File: src/rtl/pipe_ctrl_if.sv
// Stall/flush control bundle between the pipeline sequencer and the 5-stage core.
// master = sequencer (consumes hazard/bus/divider/redirect events, drives stage controls).
interface pipe_ctrl_if #(
  parameter int CNT_W = 32
);
  logic             hz_stop;
  logic             mem_req;
  logic             mem_ack;
  logic             div_start;
  logic             div_done;
  logic             br_taken;
  logic             trap_req;
  logic             trap_ack;
  logic             pc_en;
  logic             if_id_en;
  logic             id_ex_en;
  logic             ex_mem_en;
  logic             mem_wb_en;
  logic             if_id_flush;
  logic             id_ex_flush;
  logic             mem_timeout;
  logic [1:0]       state;
  logic [CNT_W-1:0] stall_cnt;

  modport master (
    input  hz_stop, mem_req, mem_ack, div_start, div_done, br_taken, trap_req,
    output trap_ack, pc_en, if_id_en, id_ex_en, ex_mem_en, mem_wb_en,
           if_id_flush, id_ex_flush, mem_timeout, state, stall_cnt
  );

  modport slave (
    output hz_stop, mem_req, mem_ack, div_start, div_done, br_taken, trap_req,
    input  trap_ack, pc_en, if_id_en, id_ex_en, ex_mem_en, mem_wb_en,
           if_id_flush, id_ex_flush, mem_timeout, state, stall_cnt
  );
endinterface

File: src/rtl/pipe_ctrl.sv
// Central stall/flush sequencer: merges hazard, bus-wait, divider and redirect events.
// Controls are combinational from state/counters/inputs (0-cycle); bus wait bounded by a watchdog.
module pipe_ctrl #(
  parameter int MEM_TIMEOUT = 256,
  parameter int FLUSH_CYC   = 3,
  parameter int CNT_W       = 32
) (
  input  logic       clk,
  input  logic       rst,
  pipe_ctrl_if.master bus
);
  localparam int WD_W = $clog2(MEM_TIMEOUT) + 1;
  localparam int FC_W = $clog2(FLUSH_CYC) + 1;

  typedef enum logic [1:0] {
    RUN      = 2'd0,
    MEM_WAIT = 2'd1,
    DIV_WAIT = 2'd2,
    FLUSH    = 2'd3
  } state_e;

  state_e           state_q, state_d;
  logic [WD_W-1:0]  wdog_q, wdog_d;
  logic [FC_W-1:0]  fcnt_q, fcnt_d;
  logic [CNT_W-1:0] stall_cnt_q, stall_cnt_d;

  logic pc_en, if_id_en, id_ex_en, ex_mem_en, mem_wb_en;
  logic if_id_flush, id_ex_flush, trap_ack, mem_timeout;

  always_comb begin
    state_d     = state_q;
    wdog_d      = wdog_q;
    fcnt_d      = fcnt_q;
    pc_en       = 1'b1;
    if_id_en    = 1'b1;
    id_ex_en    = 1'b1;
    ex_mem_en   = 1'b1;
    mem_wb_en   = 1'b1;
    if_id_flush = 1'b0;
    id_ex_flush = 1'b0;
    trap_ack    = 1'b0;
    mem_timeout = 1'b0;

    case (state_q)
      RUN: begin
        if (bus.mem_req && !bus.mem_ack) begin
          {pc_en, if_id_en, id_ex_en, ex_mem_en, mem_wb_en} = 5'b0;
          state_d = MEM_WAIT;
          wdog_d  = '0;
        end else if (bus.trap_req) begin
          trap_ack    = 1'b1;
          if_id_flush = 1'b1;
          id_ex_flush = 1'b1;
          pc_en       = 1'b0;
          state_d     = FLUSH;
          fcnt_d      = FC_W'(FLUSH_CYC - 1);
        end else if (bus.div_start) begin
          {pc_en, if_id_en, id_ex_en, ex_mem_en} = 4'b0;
          state_d = DIV_WAIT;
        end else if (bus.br_taken) begin
          // Redirect squashes the younger instructions, so a pending hazard stop is moot.
          if_id_flush = 1'b1;
          id_ex_flush = 1'b1;
        end else if (bus.hz_stop) begin
          pc_en       = 1'b0;
          if_id_en    = 1'b0;
          id_ex_flush = 1'b1;
        end
      end
      MEM_WAIT: begin
        if (bus.mem_ack) begin
          state_d = RUN;
        end else if (wdog_q == WD_W'(MEM_TIMEOUT - 1)) begin
          mem_timeout = 1'b1;
          state_d     = RUN;
        end else begin
          {pc_en, if_id_en, id_ex_en, ex_mem_en, mem_wb_en} = 5'b0;
          wdog_d = wdog_q + WD_W'(1);
        end
      end
      DIV_WAIT: begin
        if (bus.div_done) begin
          state_d = RUN;
        end else begin
          {pc_en, if_id_en, id_ex_en, ex_mem_en} = 4'b0;
        end
      end
      FLUSH: begin
        if_id_flush = 1'b1;
        id_ex_flush = 1'b1;
        // Last flush cycle releases the PC so it loads the trap vector.
        if (fcnt_q != '0) begin
          pc_en  = 1'b0;
          fcnt_d = fcnt_q - FC_W'(1);
        end else begin
          state_d = RUN;
        end
      end
      default: state_d = RUN;
    endcase

    if (rst) begin
      {pc_en, if_id_en, id_ex_en, ex_mem_en, mem_wb_en} = 5'b0;
      if_id_flush = 1'b1;
      id_ex_flush = 1'b1;
      trap_ack    = 1'b0;
      mem_timeout = 1'b0;
    end

    stall_cnt_d = stall_cnt_q;
    if (!pc_en && (stall_cnt_q != {CNT_W{1'b1}})) begin
      stall_cnt_d = stall_cnt_q + CNT_W'(1);
    end
  end

  always_ff @(posedge clk) begin
    if (rst) begin
      state_q     <= RUN;
      wdog_q      <= '0;
      fcnt_q      <= '0;
      stall_cnt_q <= '0;
    end else begin
      state_q     <= state_d;
      wdog_q      <= wdog_d;
      fcnt_q      <= fcnt_d;
      stall_cnt_q <= stall_cnt_d;
    end
  end

  assign bus.pc_en       = pc_en;
  assign bus.if_id_en    = if_id_en;
  assign bus.id_ex_en    = id_ex_en;
  assign bus.ex_mem_en   = ex_mem_en;
  assign bus.mem_wb_en   = mem_wb_en;
  assign bus.if_id_flush = if_id_flush;
  assign bus.id_ex_flush = id_ex_flush;
  assign bus.trap_ack    = trap_ack;
  assign bus.mem_timeout = mem_timeout;
  assign bus.state       = state_q;
  assign bus.stall_cnt   = stall_cnt_q;
endmodule

File: src/flat_wrapper.sv
// flat-port wrapper written by rule: the top's interface ports become plain ports
module pipe_ctrl_flat 
#(
  parameter int MEM_TIMEOUT = 256,
  parameter int FLUSH_CYC   = 3,
  parameter int CNT_W       = 32
)
  (clk, rst, bus_hz_stop, bus_mem_req, bus_mem_ack, bus_div_start, bus_div_done, bus_br_taken, bus_trap_req, bus_trap_ack, bus_pc_en, bus_if_id_en, bus_id_ex_en, bus_ex_mem_en, bus_mem_wb_en, bus_if_id_flush, bus_id_ex_flush, bus_mem_timeout, bus_state, bus_stall_cnt);
  pipe_ctrl_if #(.CNT_W(CNT_W)) bus_i ();
  input  logic clk;
  input  logic rst;
  input wire logic [$bits(bus_i.hz_stop)-1:0] bus_hz_stop;
  input wire logic [$bits(bus_i.mem_req)-1:0] bus_mem_req;
  input wire logic [$bits(bus_i.mem_ack)-1:0] bus_mem_ack;
  input wire logic [$bits(bus_i.div_start)-1:0] bus_div_start;
  input wire logic [$bits(bus_i.div_done)-1:0] bus_div_done;
  input wire logic [$bits(bus_i.br_taken)-1:0] bus_br_taken;
  input wire logic [$bits(bus_i.trap_req)-1:0] bus_trap_req;
  output wire logic [$bits(bus_i.trap_ack)-1:0] bus_trap_ack;
  output wire logic [$bits(bus_i.pc_en)-1:0] bus_pc_en;
  output wire logic [$bits(bus_i.if_id_en)-1:0] bus_if_id_en;
  output wire logic [$bits(bus_i.id_ex_en)-1:0] bus_id_ex_en;
  output wire logic [$bits(bus_i.ex_mem_en)-1:0] bus_ex_mem_en;
  output wire logic [$bits(bus_i.mem_wb_en)-1:0] bus_mem_wb_en;
  output wire logic [$bits(bus_i.if_id_flush)-1:0] bus_if_id_flush;
  output wire logic [$bits(bus_i.id_ex_flush)-1:0] bus_id_ex_flush;
  output wire logic [$bits(bus_i.mem_timeout)-1:0] bus_mem_timeout;
  output wire logic [$bits(bus_i.state)-1:0] bus_state;
  output wire logic [$bits(bus_i.stall_cnt)-1:0] bus_stall_cnt;
  assign bus_i.hz_stop = bus_hz_stop;
  assign bus_i.mem_req = bus_mem_req;
  assign bus_i.mem_ack = bus_mem_ack;
  assign bus_i.div_start = bus_div_start;
  assign bus_i.div_done = bus_div_done;
  assign bus_i.br_taken = bus_br_taken;
  assign bus_i.trap_req = bus_trap_req;
  assign bus_trap_ack = bus_i.trap_ack;
  assign bus_pc_en = bus_i.pc_en;
  assign bus_if_id_en = bus_i.if_id_en;
  assign bus_id_ex_en = bus_i.id_ex_en;
  assign bus_ex_mem_en = bus_i.ex_mem_en;
  assign bus_mem_wb_en = bus_i.mem_wb_en;
  assign bus_if_id_flush = bus_i.if_id_flush;
  assign bus_id_ex_flush = bus_i.id_ex_flush;
  assign bus_mem_timeout = bus_i.mem_timeout;
  assign bus_state = bus_i.state;
  assign bus_stall_cnt = bus_i.stall_cnt;
  pipe_ctrl #(.MEM_TIMEOUT(MEM_TIMEOUT), .FLUSH_CYC(FLUSH_CYC), .CNT_W(CNT_W)) u_core (.clk(clk), .rst(rst), .bus(bus_i));
endmodule
File: config.mk
export PLATFORM = sky130hd
export DESIGN_NAME = pipe_ctrl_flat
export DESIGN_NICKNAME = d
export VERILOG_FILES = /design/src/rtl/pipe_ctrl_if.sv /design/src/rtl/pipe_ctrl.sv /design/src/flat_wrapper.sv
export SDC_FILE = /design/constraint.sdc
export NUM_CORES = 1
export LEC_CHECK = 0
export ABC_AREA = 0
export CELL_PAD_IN_SITES_DETAIL_PLACEMENT = 0
export CELL_PAD_IN_SITES_GLOBAL_PLACEMENT = 1
export CORE_AREA = 2 2 85 87
export CTS_CLUSTER_DIAMETER = 120
export DETAILED_ROUTE_END_ITERATION = 8
export DIE_AREA = 0 0 87 89
export GPL_TIMING_DRIVEN = 0
export HOLD_SLACK_MARGIN = 0.08
export PLACE_DENSITY_LB_ADDON = 0.1
export SLEW_MARGIN = 20
export SYNTH_ARGS = -nofsm -noshare
export SYNTH_HDL_FRONTEND = slang
export SYNTH_SLANG_ARGS = --single-unit
File: constraint.sdc
create_clock -name clk -period 6.15 [get_ports clk]
set_input_delay 1.845 -clock clk [delete_from_list [all_inputs] [get_ports clk]]
set_output_delay 1.845 -clock clk [all_outputs]
set_load 0.05 [all_outputs]
==> summary.txt <==
RUN STATUS
-------------------------------------------------------------------------------------
Result of the run ......................................................    completed

POWER AND IR DROP
-------------------------------------------------------------------------------------
Worst ir drop on vdd ...................................................     0.127 mV
Leakage power figure ...................................................      1.11 nW
Power Density ..........................................................  212 nW/um^2

TIMING
-------------------------------------------------------------------------------------
Maximum achievable frequency ...........................................      168 MHz
Final hold vios ........................................................            0
Measured slew at the worst slew-check pin ..............................       552 ps
Setup repair after global routing missed its margin ....................           no
Worst Skew .............................................................      9.26 ps
Tmin final .............................................................      5940 ps
Number of max-slew violations in the final report ......................            0
Period Utilization, post-route .........................................        96.6%
Number of setup violations in the final report .........................            0
Worst max-slew margin expressed relative to the limit ..................        63.1%
Worst path setup slack after routing ...................................       209 ps

SYNTHESIS
-------------------------------------------------------------------------------------
Net count after synthesis ..............................................          354
Yosys Warn Count .......................................................            0
Synthesized area per cell ..............................................   8.10 sq um
Register bit count reported by yosys ...................................           46
Post-synthesis mux area share ..........................................        3.09%
Post-Synth Simple-Gate Area ............................................        30.7%
Share of the synthesized area in compound gates (AO/OA/AOI/OAI) ........        21.1%
Sequential-to-total area share from yosys stat .........................        33.9%
Post-Syn Area ..........................................................   2710 sq um
Parity-gate share of the synthesized area counting xor and xnor cells ..        1.61%
Post-Syn Instances .....................................................          335
Dominant combinational cell family by area after synthesis ............. simple AND/OR/NAND/NOR gates
EDFF count, synth ......................................................            0
Top FF cell, synth ..................................................... sky130_fd_sc_hd__dfxtp_1
Post-synthesis async set-or-reset flop share ...........................           0%
Cell variety after synth ...............................................           50
Synthesized-area fraction occupied by adder cells ......................        4.61%

RUN
-------------------------------------------------------------------------------------
Number of maximum-capacitance violations ...............................            0

LAYOUT
-------------------------------------------------------------------------------------
Count of fill cells added during filler insertion ......................          675
Post-layout utilization of the core ....................................        50.8%
Leading cell type in the layout, fill and taps excluded ................ sky130_fd_sc_hd__clkdlybuf4s50_1
Commonest non-fill, non-tap cells in the layout ........................ sky130_fd_sc_hd__clkdlybuf4s50_1 (49), sky130_fd_sc_hd__dfxtp_1 (46), sky130_fd_sc_hd__a21oi_1 (36)
Antenna cells ..........................................................            0
Post-route insts no fill ...............................................          472
Total area of multi-input combinational cells ..........................   1670 sq um
Number of nets in the layout ...........................................          410
Cell area after layout .................................................   3410 sq um
Synthesis-to-finish area growth ........................................        25.8%
Area used by sequential logic in the layout ............................    921 sq um
Fraction of layout instances using a drive strength above 1 ............        8.16%

PLACED DESIGN
-------------------------------------------------------------------------------------
Setup slack at placement ...............................................      -433 ps
Port buffer count ......................................................           50
Cell area after placement ..............................................   3310 sq um
Final weighted congestion of routability-driven global placement .......        0.754
Sum of net half-perimeters after detailed placement .................... 4960 microns
Placed Instances .......................................................          465

FLOORPLANNING
-------------------------------------------------------------------------------------
Initial Util ...........................................................        40.4%
Row count ..............................................................           30
Boundary Pins ..........................................................           52
Die Span Y .............................................................   89 microns
Floorplan die width ....................................................   87 microns
Area inside the core boundary ..........................................   6720 sq um
Die Area ...............................................................   7740 sq um

GLOBAL ROUTING
-------------------------------------------------------------------------------------
Number of antenna violations at the first check in global routing ......            0
Wire length of the first global-routing pass ........................... 11,400 microns
Number of global-route vias before repair ..............................        2,397
Overflow after GRT .....................................................            0
Total global-route track usage .........................................        18.1%
Pin count of the biggest net entering global routing ...................           15

SETUP PATH
-------------------------------------------------------------------------------------
Type of element launching the critical path ............................   input port
Worst-path fanout max ..................................................            7
Required time reported for the critical path endpoint ..................      4300 ps
Endpoint kind of the worst setup timing path ........................... primary output
Start-to-end type of the worst setup path ..............................    in -> out
Crit-path most repeated cell ........................................... sky130_fd_sc_hd__clkdlybuf4s50_1
Worst EP arrival .......................................................      4100 ps
Cells along the critical path .......................................... clkdlybuf4s50_1, nand2b_1, and2_1, o21ai_0, a21oi_1, buf_4, clkdlybuf4s50_1
Slowest cell delay on critical path ....................................       800 ps
CP max stage cell ...................................................... sky130_fd_sc_hd__clkdlybuf4s50_1

CTS
-------------------------------------------------------------------------------------
Number of resized instances in the post-cts repair step ................            3
Clock-pin slew on the worst setup and hold paths .......................        80 ps
Max H-tree Level .......................................................            2
Worst-skew pair later-pin latency ......................................       300 ps
Sink count of the clock tree ...........................................           46
Max Buffers Root-to-Sink ...............................................            2
Root Buffer ............................................................ sky130_fd_sc_hd__clkbuf_8
Count of hold-fix buffers inserted at cts ..............................            0
TritonCTS buffer count .................................................            5
CTS tree ...............................................................          yes
Post-CTS setup-driven buffer insertion count ...........................            0

DRT
-------------------------------------------------------------------------------------
Count of routing violations after the opening detailed-route iteration .           81
Top layer reached by signal wires ......................................         met4
WL met3 ................................................................  209 microns
Remaining antenna violation count ......................................            0
Total vias in the final route ..........................................        2,633
Total length of routed met2 wires ...................................... 3100 microns
Drt wl/cell ............................................................ 14.2 microns
Number of vias per cell ................................................         5.58
WL final ............................................................... 6720 microns
First drt pass iteration count .........................................            4
Remaining routing DRC violations .......................................            0
Detailed-routing wirelength on met1 .................................... 3380 microns

WORST HOLD PATH
-------------------------------------------------------------------------------------
Type of the worst min-delay path .......................................   reg -> reg

## synth_stat cells (2+ instances only)
library cell                 n  area [sq um]
sky130_fd_sc_hd__a21oi_1    36           180
sky130_fd_sc_hd__a311o_1     2          20.0
sky130_fd_sc_hd__and3_1      6          37.5
sky130_fd_sc_hd__and4_1      7          61.3
sky130_fd_sc_hd__buf_2       2          10.0
sky130_fd_sc_hd__buf_4       3          22.5
sky130_fd_sc_hd__buf_6       2          22.5
sky130_fd_sc_hd__clkbuf_1    9          33.8
sky130_fd_sc_hd__dfxtp_1    46           921
sky130_fd_sc_hd__ha_1       10           125
sky130_fd_sc_hd__inv_1      12          45.0
sky130_fd_sc_hd__mux2_2      3          33.8
sky130_fd_sc_hd__mux2_4      2          30.0
sky130_fd_sc_hd__mux2i_1     2          20.0
sky130_fd_sc_hd__nand2_1    24          90.1
sky130_fd_sc_hd__nand2b_1    3          18.8
sky130_fd_sc_hd__nand3_1    11          55.1
sky130_fd_sc_hd__nand4_1    12          75.1
sky130_fd_sc_hd__nor2_1     26          97.6
sky130_fd_sc_hd__nor2b_1     6          37.5
sky130_fd_sc_hd__nor3_1      3          15.0
sky130_fd_sc_hd__nor3_2      2          20.0
sky130_fd_sc_hd__nor3b_1     2          15.0
sky130_fd_sc_hd__o2111ai_1   7          61.3
sky130_fd_sc_hd__o211ai_1    5          37.5
sky130_fd_sc_hd__o21ai_0    26           130
sky130_fd_sc_hd__o31ai_1     9          67.6
sky130_fd_sc_hd__or2_2       3          18.8
sky130_fd_sc_hd__or3_1      18           113
sky130_fd_sc_hd__or4_1      13          97.6
sky130_fd_sc_hd__xor2_1      4          35.0
## kinds of logic (layout without fill, tap and decap cells)
| family | after synthesis | count (layout) |
|---|---|---|
| and+or+nand+nor | 145 | 145 |
| AOI/OAI and AO/OA | 94 | 94 |
| DFF | 46 | 46 |
| buffers and inverters | 28 | 85 |
| adders and majority gates | 10 | 10 |
| muxes | 7 | 7 |
| xor gates and xnor gates | 5 | 5 |
## registers in the layout, summed over array words and instances (netlist names)
register and flops:
u_core.fcnt_q 3, u_core.bus.state 2, u_core.wdog_q 9, u_core.bus.stall_cnt 32
## metal layers
layer  up-vias  track usage [%]
met5         -                0
met1      1224             24.1
met4         0             4.26
li1       1365                -
met3         2             3.23
met2        42             30.4
## power breakdown
part | internal [W] | total, W | switching (W)
registers | 0.000306 | 0.000316 | 0.00000953
logic | 0.0000754 | 0.000209 | 0.000134
clock network | 0.0000906 | 0.000199 | 0.000109
total | 0.000472 | 0.000724 | 0.000252
## stage by stage
step	hold slack, ps	setup TNS [ps]	power [W]
after detailed placement	455	-433	0.000534
after floorplan	436	0	0.000472
after CTS	470	0	0.000736
after global routing	501	0	0.000766
after global placement	443	-417	0.000533
final	468	0	0.000724
## worst paths after layout
| check | start | to | slack (ps) | depth (start not counted) |
|---|---|---|---|---|
| worst min register to register | u_core.fcnt_q[0]$_SDFFE_PP0P_ | u_core.fcnt_q[0]$_SDFFE_PP0P_ | 470 | 2 |
| worst max register to register | u_core.wdog_q[0]$_SDFFE_PP0P_ | u_core.bus.stall_cnt[15]$_SDFFE_PP0P_ | 3430 | 10 |
| worst max-delay path | bus_mem_ack | bus_id_ex_en | 210 | 7 |
| worst min-delay path | u_core.fcnt_q[0]$_SDFFE_PP0P_ | u_core.fcnt_q[0]$_SDFFE_PP0P_ | 470 | 2 |
## final cells by class
class	instances	share of cell area, %
inverters	12	1.32
multi-input cells	261	48.8
flip-flops and latches	46	27.0
repair buffers	50	14.7
well taps	80	2.93
clock buffers	6	2.42
plain buffers	15	2.49
clock inverters	2	0.367
## worst max-delay path: cells and delay by family
family | cells | cell delay [ps]
AND/OR/NAND/NOR | 2 | 500
buffers and inverters | 3 | 1440
AO/OA/AOI/OAI | 2 | 310
Note: power is estimated with default switching activity, not from simulation.
